File: config.mk
export PLATFORM = sky130hd
export DESIGN_NAME = mem_port_arbiter
export DESIGN_NICKNAME = d
export VERILOG_FILES = /design/src/rtl/mem_port_arbiter.sv
export SDC_FILE = /design/constraint.sdc
export NUM_CORES = 1
export LEC_CHECK = 0
export BUFFER_PORTS_ARGS = -buffer_cell sky130_fd_sc_hd__buf_2
export CORE_AREA = 2 2 110 112
export DETAILED_ROUTE_END_ITERATION = 8
export DIE_AREA = 0 0 112 114
export PLACE_DENSITY = 0.67
export SYNTH_ARGS = -nofsm -noshare
export SYNTH_HDL_FRONTEND = slang
export SYNTH_SLANG_ARGS = --single-unit
File: constraint.sdc
create_clock -name clk -period 1.6 [get_ports clk]
set_input_delay 0.16 -clock clk [delete_from_list [all_inputs] [get_ports clk]]
set_output_delay 0.16 -clock clk [all_outputs]
set_load 0.02 [all_outputs]
File: src/rtl/mem_port_arbiter.sv
// Shares one single-port, word-addressed memory between the fetch (i_*) and load/store (d_*) ports.
// Latency: grant is combinational in the request cycle; rvalid/rdata are registered one cycle later.
// Backpressure: a denied requester holds its request; a starvation counter forces one fetch grant after MAX_WAIT denials.
//
// Ports:
//   clk, rst_n                     clock, asynchronous active-low reset
//   i_req/i_addr -> i_gnt          fetch request and same-cycle grant
//   i_rvalid/i_rdata               fetch response, one cycle after i_gnt
//   d_req/d_we/d_addr/d_wdata      load/store request, held until d_gnt
//   d_gnt, d_rvalid/d_rdata        data grant and response (rdata is 0 after a store)
//   mem_we/mem_addr/mem_wr_data    memory write port; memory uses mem_addr[ADDR_W-1:2]
//   mem_rd_data                    memory combinational read data
//   stat_conflicts                 saturating count of cycles with both requests active
//
// Build option: define ARB_STATS_EN to implement stat_conflicts; otherwise it is tied to 0.
module mem_port_arbiter #(
  parameter int ADDR_W   = 32,
  parameter int DATA_W   = 32,
  parameter int MAX_WAIT = 4
) (
  input  logic              clk,
  input  logic              rst_n,
  input  logic              i_req,
  input  logic [ADDR_W-1:0] i_addr,
  output logic              i_gnt,
  output logic              i_rvalid,
  output logic [DATA_W-1:0] i_rdata,
  input  logic              d_req,
  input  logic              d_we,
  input  logic [ADDR_W-1:0] d_addr,
  input  logic [DATA_W-1:0] d_wdata,
  output logic              d_gnt,
  output logic              d_rvalid,
  output logic [DATA_W-1:0] d_rdata,
  output logic              mem_we,
  output logic [ADDR_W-1:0] mem_addr,
  output logic [DATA_W-1:0] mem_wr_data,
  input  logic [DATA_W-1:0] mem_rd_data,
  output logic [15:0]       stat_conflicts
);

  typedef enum logic {
    PRIO_D = 1'b0,
    PRIO_I = 1'b1
  } state_t;

  localparam logic [3:0] LP_MAX_WAIT = 4'(MAX_WAIT);

  state_t      r_state;
  state_t      w_state_nxt;
  logic [3:0]  r_wait;
  logic [3:0]  w_wait_nxt;
  logic        w_i_gnt;
  logic        w_d_gnt;

  logic              r_i_rvalid;
  logic [DATA_W-1:0] r_i_rdata;
  logic              r_d_rvalid;
  logic [DATA_W-1:0] r_d_rdata;

  // Grant, wait counter and priority FSM next state.
  always_comb begin
    w_i_gnt     = 1'b0;
    w_d_gnt     = 1'b0;
    w_wait_nxt  = 4'd0;
    w_state_nxt = r_state;

    if (i_req && d_req) begin
      if (r_state == PRIO_I) w_i_gnt = 1'b1;
      else                   w_d_gnt = 1'b1;
    end else begin
      w_i_gnt = i_req;
      w_d_gnt = d_req;
    end

    // Count consecutive denied fetch cycles; a withdrawn or granted fetch restarts the count.
    if (i_req && !w_i_gnt) begin
      if (r_wait >= LP_MAX_WAIT) w_wait_nxt = LP_MAX_WAIT;
      else                       w_wait_nxt = r_wait + 4'd1;
    end

    case (r_state)
      PRIO_D: if (i_req && !w_i_gnt && (w_wait_nxt == LP_MAX_WAIT)) w_state_nxt = PRIO_I;
      PRIO_I: if (w_i_gnt) w_state_nxt = PRIO_D;
      default: w_state_nxt = PRIO_D;
    endcase
  end

  always_ff @(posedge clk or negedge rst_n) begin
    if (!rst_n) begin
      r_state <= PRIO_D;
      r_wait  <= 4'd0;
    end else begin
      r_state <= w_state_nxt;
      r_wait  <= w_wait_nxt;
    end
  end

  // Memory side: idle cycles present the fetch address so a fetch can start without a mux change.
  assign mem_addr    = w_d_gnt ? d_addr : i_addr;
  // Gating with rst_n stops a store whose edge has not yet arrived when reset asserts.
  assign mem_we      = w_d_gnt & d_we & rst_n;
  assign mem_wr_data = d_wdata;

  always_ff @(posedge clk or negedge rst_n) begin
    if (!rst_n) begin
      r_i_rvalid <= 1'b0;
      r_i_rdata  <= '0;
      r_d_rvalid <= 1'b0;
      r_d_rdata  <= '0;
    end else begin
      r_i_rvalid <= w_i_gnt;
      r_d_rvalid <= w_d_gnt;
      if (w_i_gnt) r_i_rdata <= mem_rd_data;
      if (w_d_gnt) r_d_rdata <= d_we ? '0 : mem_rd_data;
    end
  end

  assign i_gnt    = w_i_gnt;
  assign d_gnt    = w_d_gnt;
  assign i_rvalid = r_i_rvalid;
  assign i_rdata  = r_i_rdata;
  assign d_rvalid = r_d_rvalid;
  assign d_rdata  = r_d_rdata;

`ifdef ARB_STATS_EN
  logic [15:0] r_conflicts;

  always_ff @(posedge clk or negedge rst_n) begin
    if (!rst_n) begin
      r_conflicts <= 16'd0;
    end else if (i_req && d_req && (r_conflicts != 16'hFFFF)) begin
      r_conflicts <= r_conflicts + 16'd1;
    end
  end

  assign stat_conflicts = r_conflicts;
`else
  assign stat_conflicts = 16'd0;
`endif

endmodule

==> run_results.csv <==
group,metric,value,unit
run_status,status,"finished, violations left",
run_status,failed_checks,"setup timing",
hold_path,min_delay_path_depth,2,
worst_setup_path,reg2regPathDepth,6,
power,p_leak,0.00281,uW
floorplan,core-area,11700,sq um
routing,wl,10.8,mm
synthesis,syn_inst,314,
clock_tree,cts_made_buffers,9,
timing,max_freq,557,MHz
clock_tree,root_buffer,"clkbuf_16",
floorplan,die_width,112,um
synthesis,synth_area_leaders,"dfrtp_1 48%, mux2_4 13%, buf_4 10%",
power,power,5840,uW
clock_tree,htreeDepth,3,
routing,first_pass_iters,4,
worst_setup_path,required,1.44,ns
placed_design,place_ws,-0.187,ns
global_routing,top_usage_layer,"met2",
worst_setup_path,arrival,1.63,ns
placed_design,port_buffers,201,
timing,rsz0062_at_grt,"yes",
hold_path,min_from,"mem_rd_data[29]",
routing,avgViaCountPerCell,4.42,
floorplan,rows,40,
routing,wire_per_inst,16.4,um
clock_tree,cts.sinks,71,
floorplan,io-pin-count,282,
timing,layout_min_cycle_time,1.79,ns
synthesis,yosysWarnings,0,
floorplan,die_h,114,um
global_routing,grtUsageMet3,0.0510,
floorplan,start_util,0.316,
worst_setup_path,reg2reg_to,"i_rdata[17]",
timing,fin_crit_sh,1.12,
global_routing,grt_use_total,0.156,
worst_setup_path,cp_max_fo,8,
hold_path,hold_path_class,"in2reg",
clock_tree,cts_buffer_depth,2,
synthesis,synth_area,3710,sq um
placed_design,hpwl,7.14,mm
global_routing,grt_pass1_wl,15.6,mm
timing,setup_violations,59,
cells_and_area,drive_gt1_frac,0.607,
worst_setup_path,end_kind,"output pin",
worst_setup_path,r2r_setup_slack,-0.07,ns
flow_run,maxCapViolations,0,
worst_setup_path,rr_startpoint,"r_state",
cells_and_area,fin_util,0.457,
timing,postLayoutSetupSlackWorst,-0.194,ns
synthesis,netlist_top_cells_count,"71 x dfrtp_1, 51 x buf_4, 34 x nand2_1",
worst_setup_path,worstSetupStartpointType,"flop",
cells_and_area,nets,640,
synthesis,ys.flop_type,"dfrtp_1",
routing,drtIter0Drc,113,
routing,ant_nets,0,
timing,timing.clock.skew,0.00578,ns
global_routing,use_met2,0.263,
hold_path,worst_hold_path.endpoint,"i_rdata[29]",
timing,drv_slew,0,
placed_design,gp_congestion,0.824,
routing,num_vias,2909,
synthesis,yosysUniqueCellTypes,22,
clock_tree,clock_latency,0.32,ns
global_routing,met1_usage,0.189,
timing,final-hold-violation-count,0,
synthesis,synth_edf_count,0,
synthesis,synth.most_common_cell,"dfrtp_1",
cells_and_area,syn_to_final_growth,44.4,%
global_routing,antenna_found_initial,0,
synthesis,synth_top_area_share,0.479,
clock_tree,clk_pin_slew_worst_paths,0.05,ns
global_routing,grt_pass1_vias,2937,
synthesis,synth_top_area_cell,"dfrtp_1",
routing,drc_errors,0,
clock_tree,tritoncts,"done",
global_routing,grt_max_degree,72,
synthesis,synth-seq-cells,71,
floorplan,die_area,12800,sq um
worst_setup_path,crit_type,"reg2out",
power,vdd_drop_max,0.000793,V
synthesis,ys_seq_area_frac,0.479,
synthesis,avgSynthCellArea,11.8,sq um
power,power.density,1090,nW/um^2
global_routing,grt_overflow,0,
cells_and_area,num_antenna_cells,0,
synthesis,ys_async_sr_fraction,1.00,
[sequential cells by signal, summed over array words and instances (netlist names)]
| signal | cells |
|---|---|
| d_rdata | 32 |
| i_rvalid | 1 |
| i_rdata | 32 |
| r_state | 1 |
| d_rvalid | 1 |
| r_wait | 4 |
[critical path, cell delays in order (launching register included)]
cell and delay, ns:
dfrtp_2 0.46, a21bo_4 0.25, buf_12 0.15, mux2_4 0.31, buf_6 0.14
[placed cells by master (no fill, tap or decap), drive strengths merged]
cell / instances
clkinvlp: 1
nor2: 2
conb: 17
a21bo: 4
clkbuf: 17
o21ai: 33
inv: 4
mux2: 64
buf: 223
bufinv: 1
nand2: 34
o31a: 1
and3: 2
nand2b: 32
dfrtp: 71
nor4b: 1
a22o: 1
ha: 1
nand3b: 1
dlygate4sd3: 1
[worst max path at each step]
stage / start / endpoint / slack [ns] / cells after the start
finish: r_state / mem_addr[12] / -0.19 / 4
global route: r_state / mem_addr[12] / -0.23 / 4
CTS: r_state / mem_addr[12] / -0.20 / 4
detailed placement: r_state / mem_we / -0.19 / 4
global placement: r_state / mem_we / -0.09 / 4
floorplan: r_state / mem_we / 0.13 / 5
[what timing repair did]
action | in CTS | in global routing
setup buffers | 10 | 1
gates resized for setup | 56 | 10
setup endpoints to repair | 58 | 60
cloned | 3 | 4
hold buffers | 1 | 0
pin swaps | 4 | 1
endpoints found under the hold margin | 71 | 0
[stage by stage]
step / std cells / instance area, sq um / TNS, ns / hold WS, ns
5_1_grt: 658 / 5350 / -8.92 / 0.0744
3_3_place_gp: 623 / 4580 / -3.31 / 0.266
3_5_place_dp: 623 / 4580 / -5.84 / 0.268
4_1_cts: 653 / 5220 / -5.67 / 0.0682
2_1_floorplan: 330 / 3770 / 0 / -0.136
6_report: 658 / 5350 / -6.39 / 0.0816
[where the power goes]
part / switching, uW / leakage (uW) / internal, uW
logic: 892 / 0.00178 / 764
registers: 114 / 0.000881 / 2020
clock network: 709 / 0.000149 / 1340
[per-layer routing]
metal / up-vias / part of all wire
met3: 37 / 0.064
met4: 0 / 0.025
met1: 1401 / 0.41
li1: 1375 / -
met5: - / 0
met2: 96 / 0.50
[cell families (layout without fill, tap and decap cells)]
family | Yosys count | in the layout | share of synthesized area
AO/OA/AOI/OAI | 36 | 39 | 0.0530
adder cells (fa/ha/maj) | 1 | 1 | 0.00338
buffers and inverters | 69 | 247 | 0.138
flip-flops | 71 | 71 | 0.479
multiplexers | 64 | 64 | 0.227
other | 1 | 17 | 0.00101
AND/OR/NAND/NOR | 72 | 72 | 0.0982
[final cells by class]
type                            instances  area (sq um)
Fill cell                            1096          6360
Sequential cell                        71          1780
Inverter                                4          15.0
Timing Repair Buffer                  227          1530
Multi-Input combinational cell        193          1530
Tap cell                              147           184
Clock buffer                           14           274
Clock inverter                          2          37.5
Power figures use the tool's default switching activity.
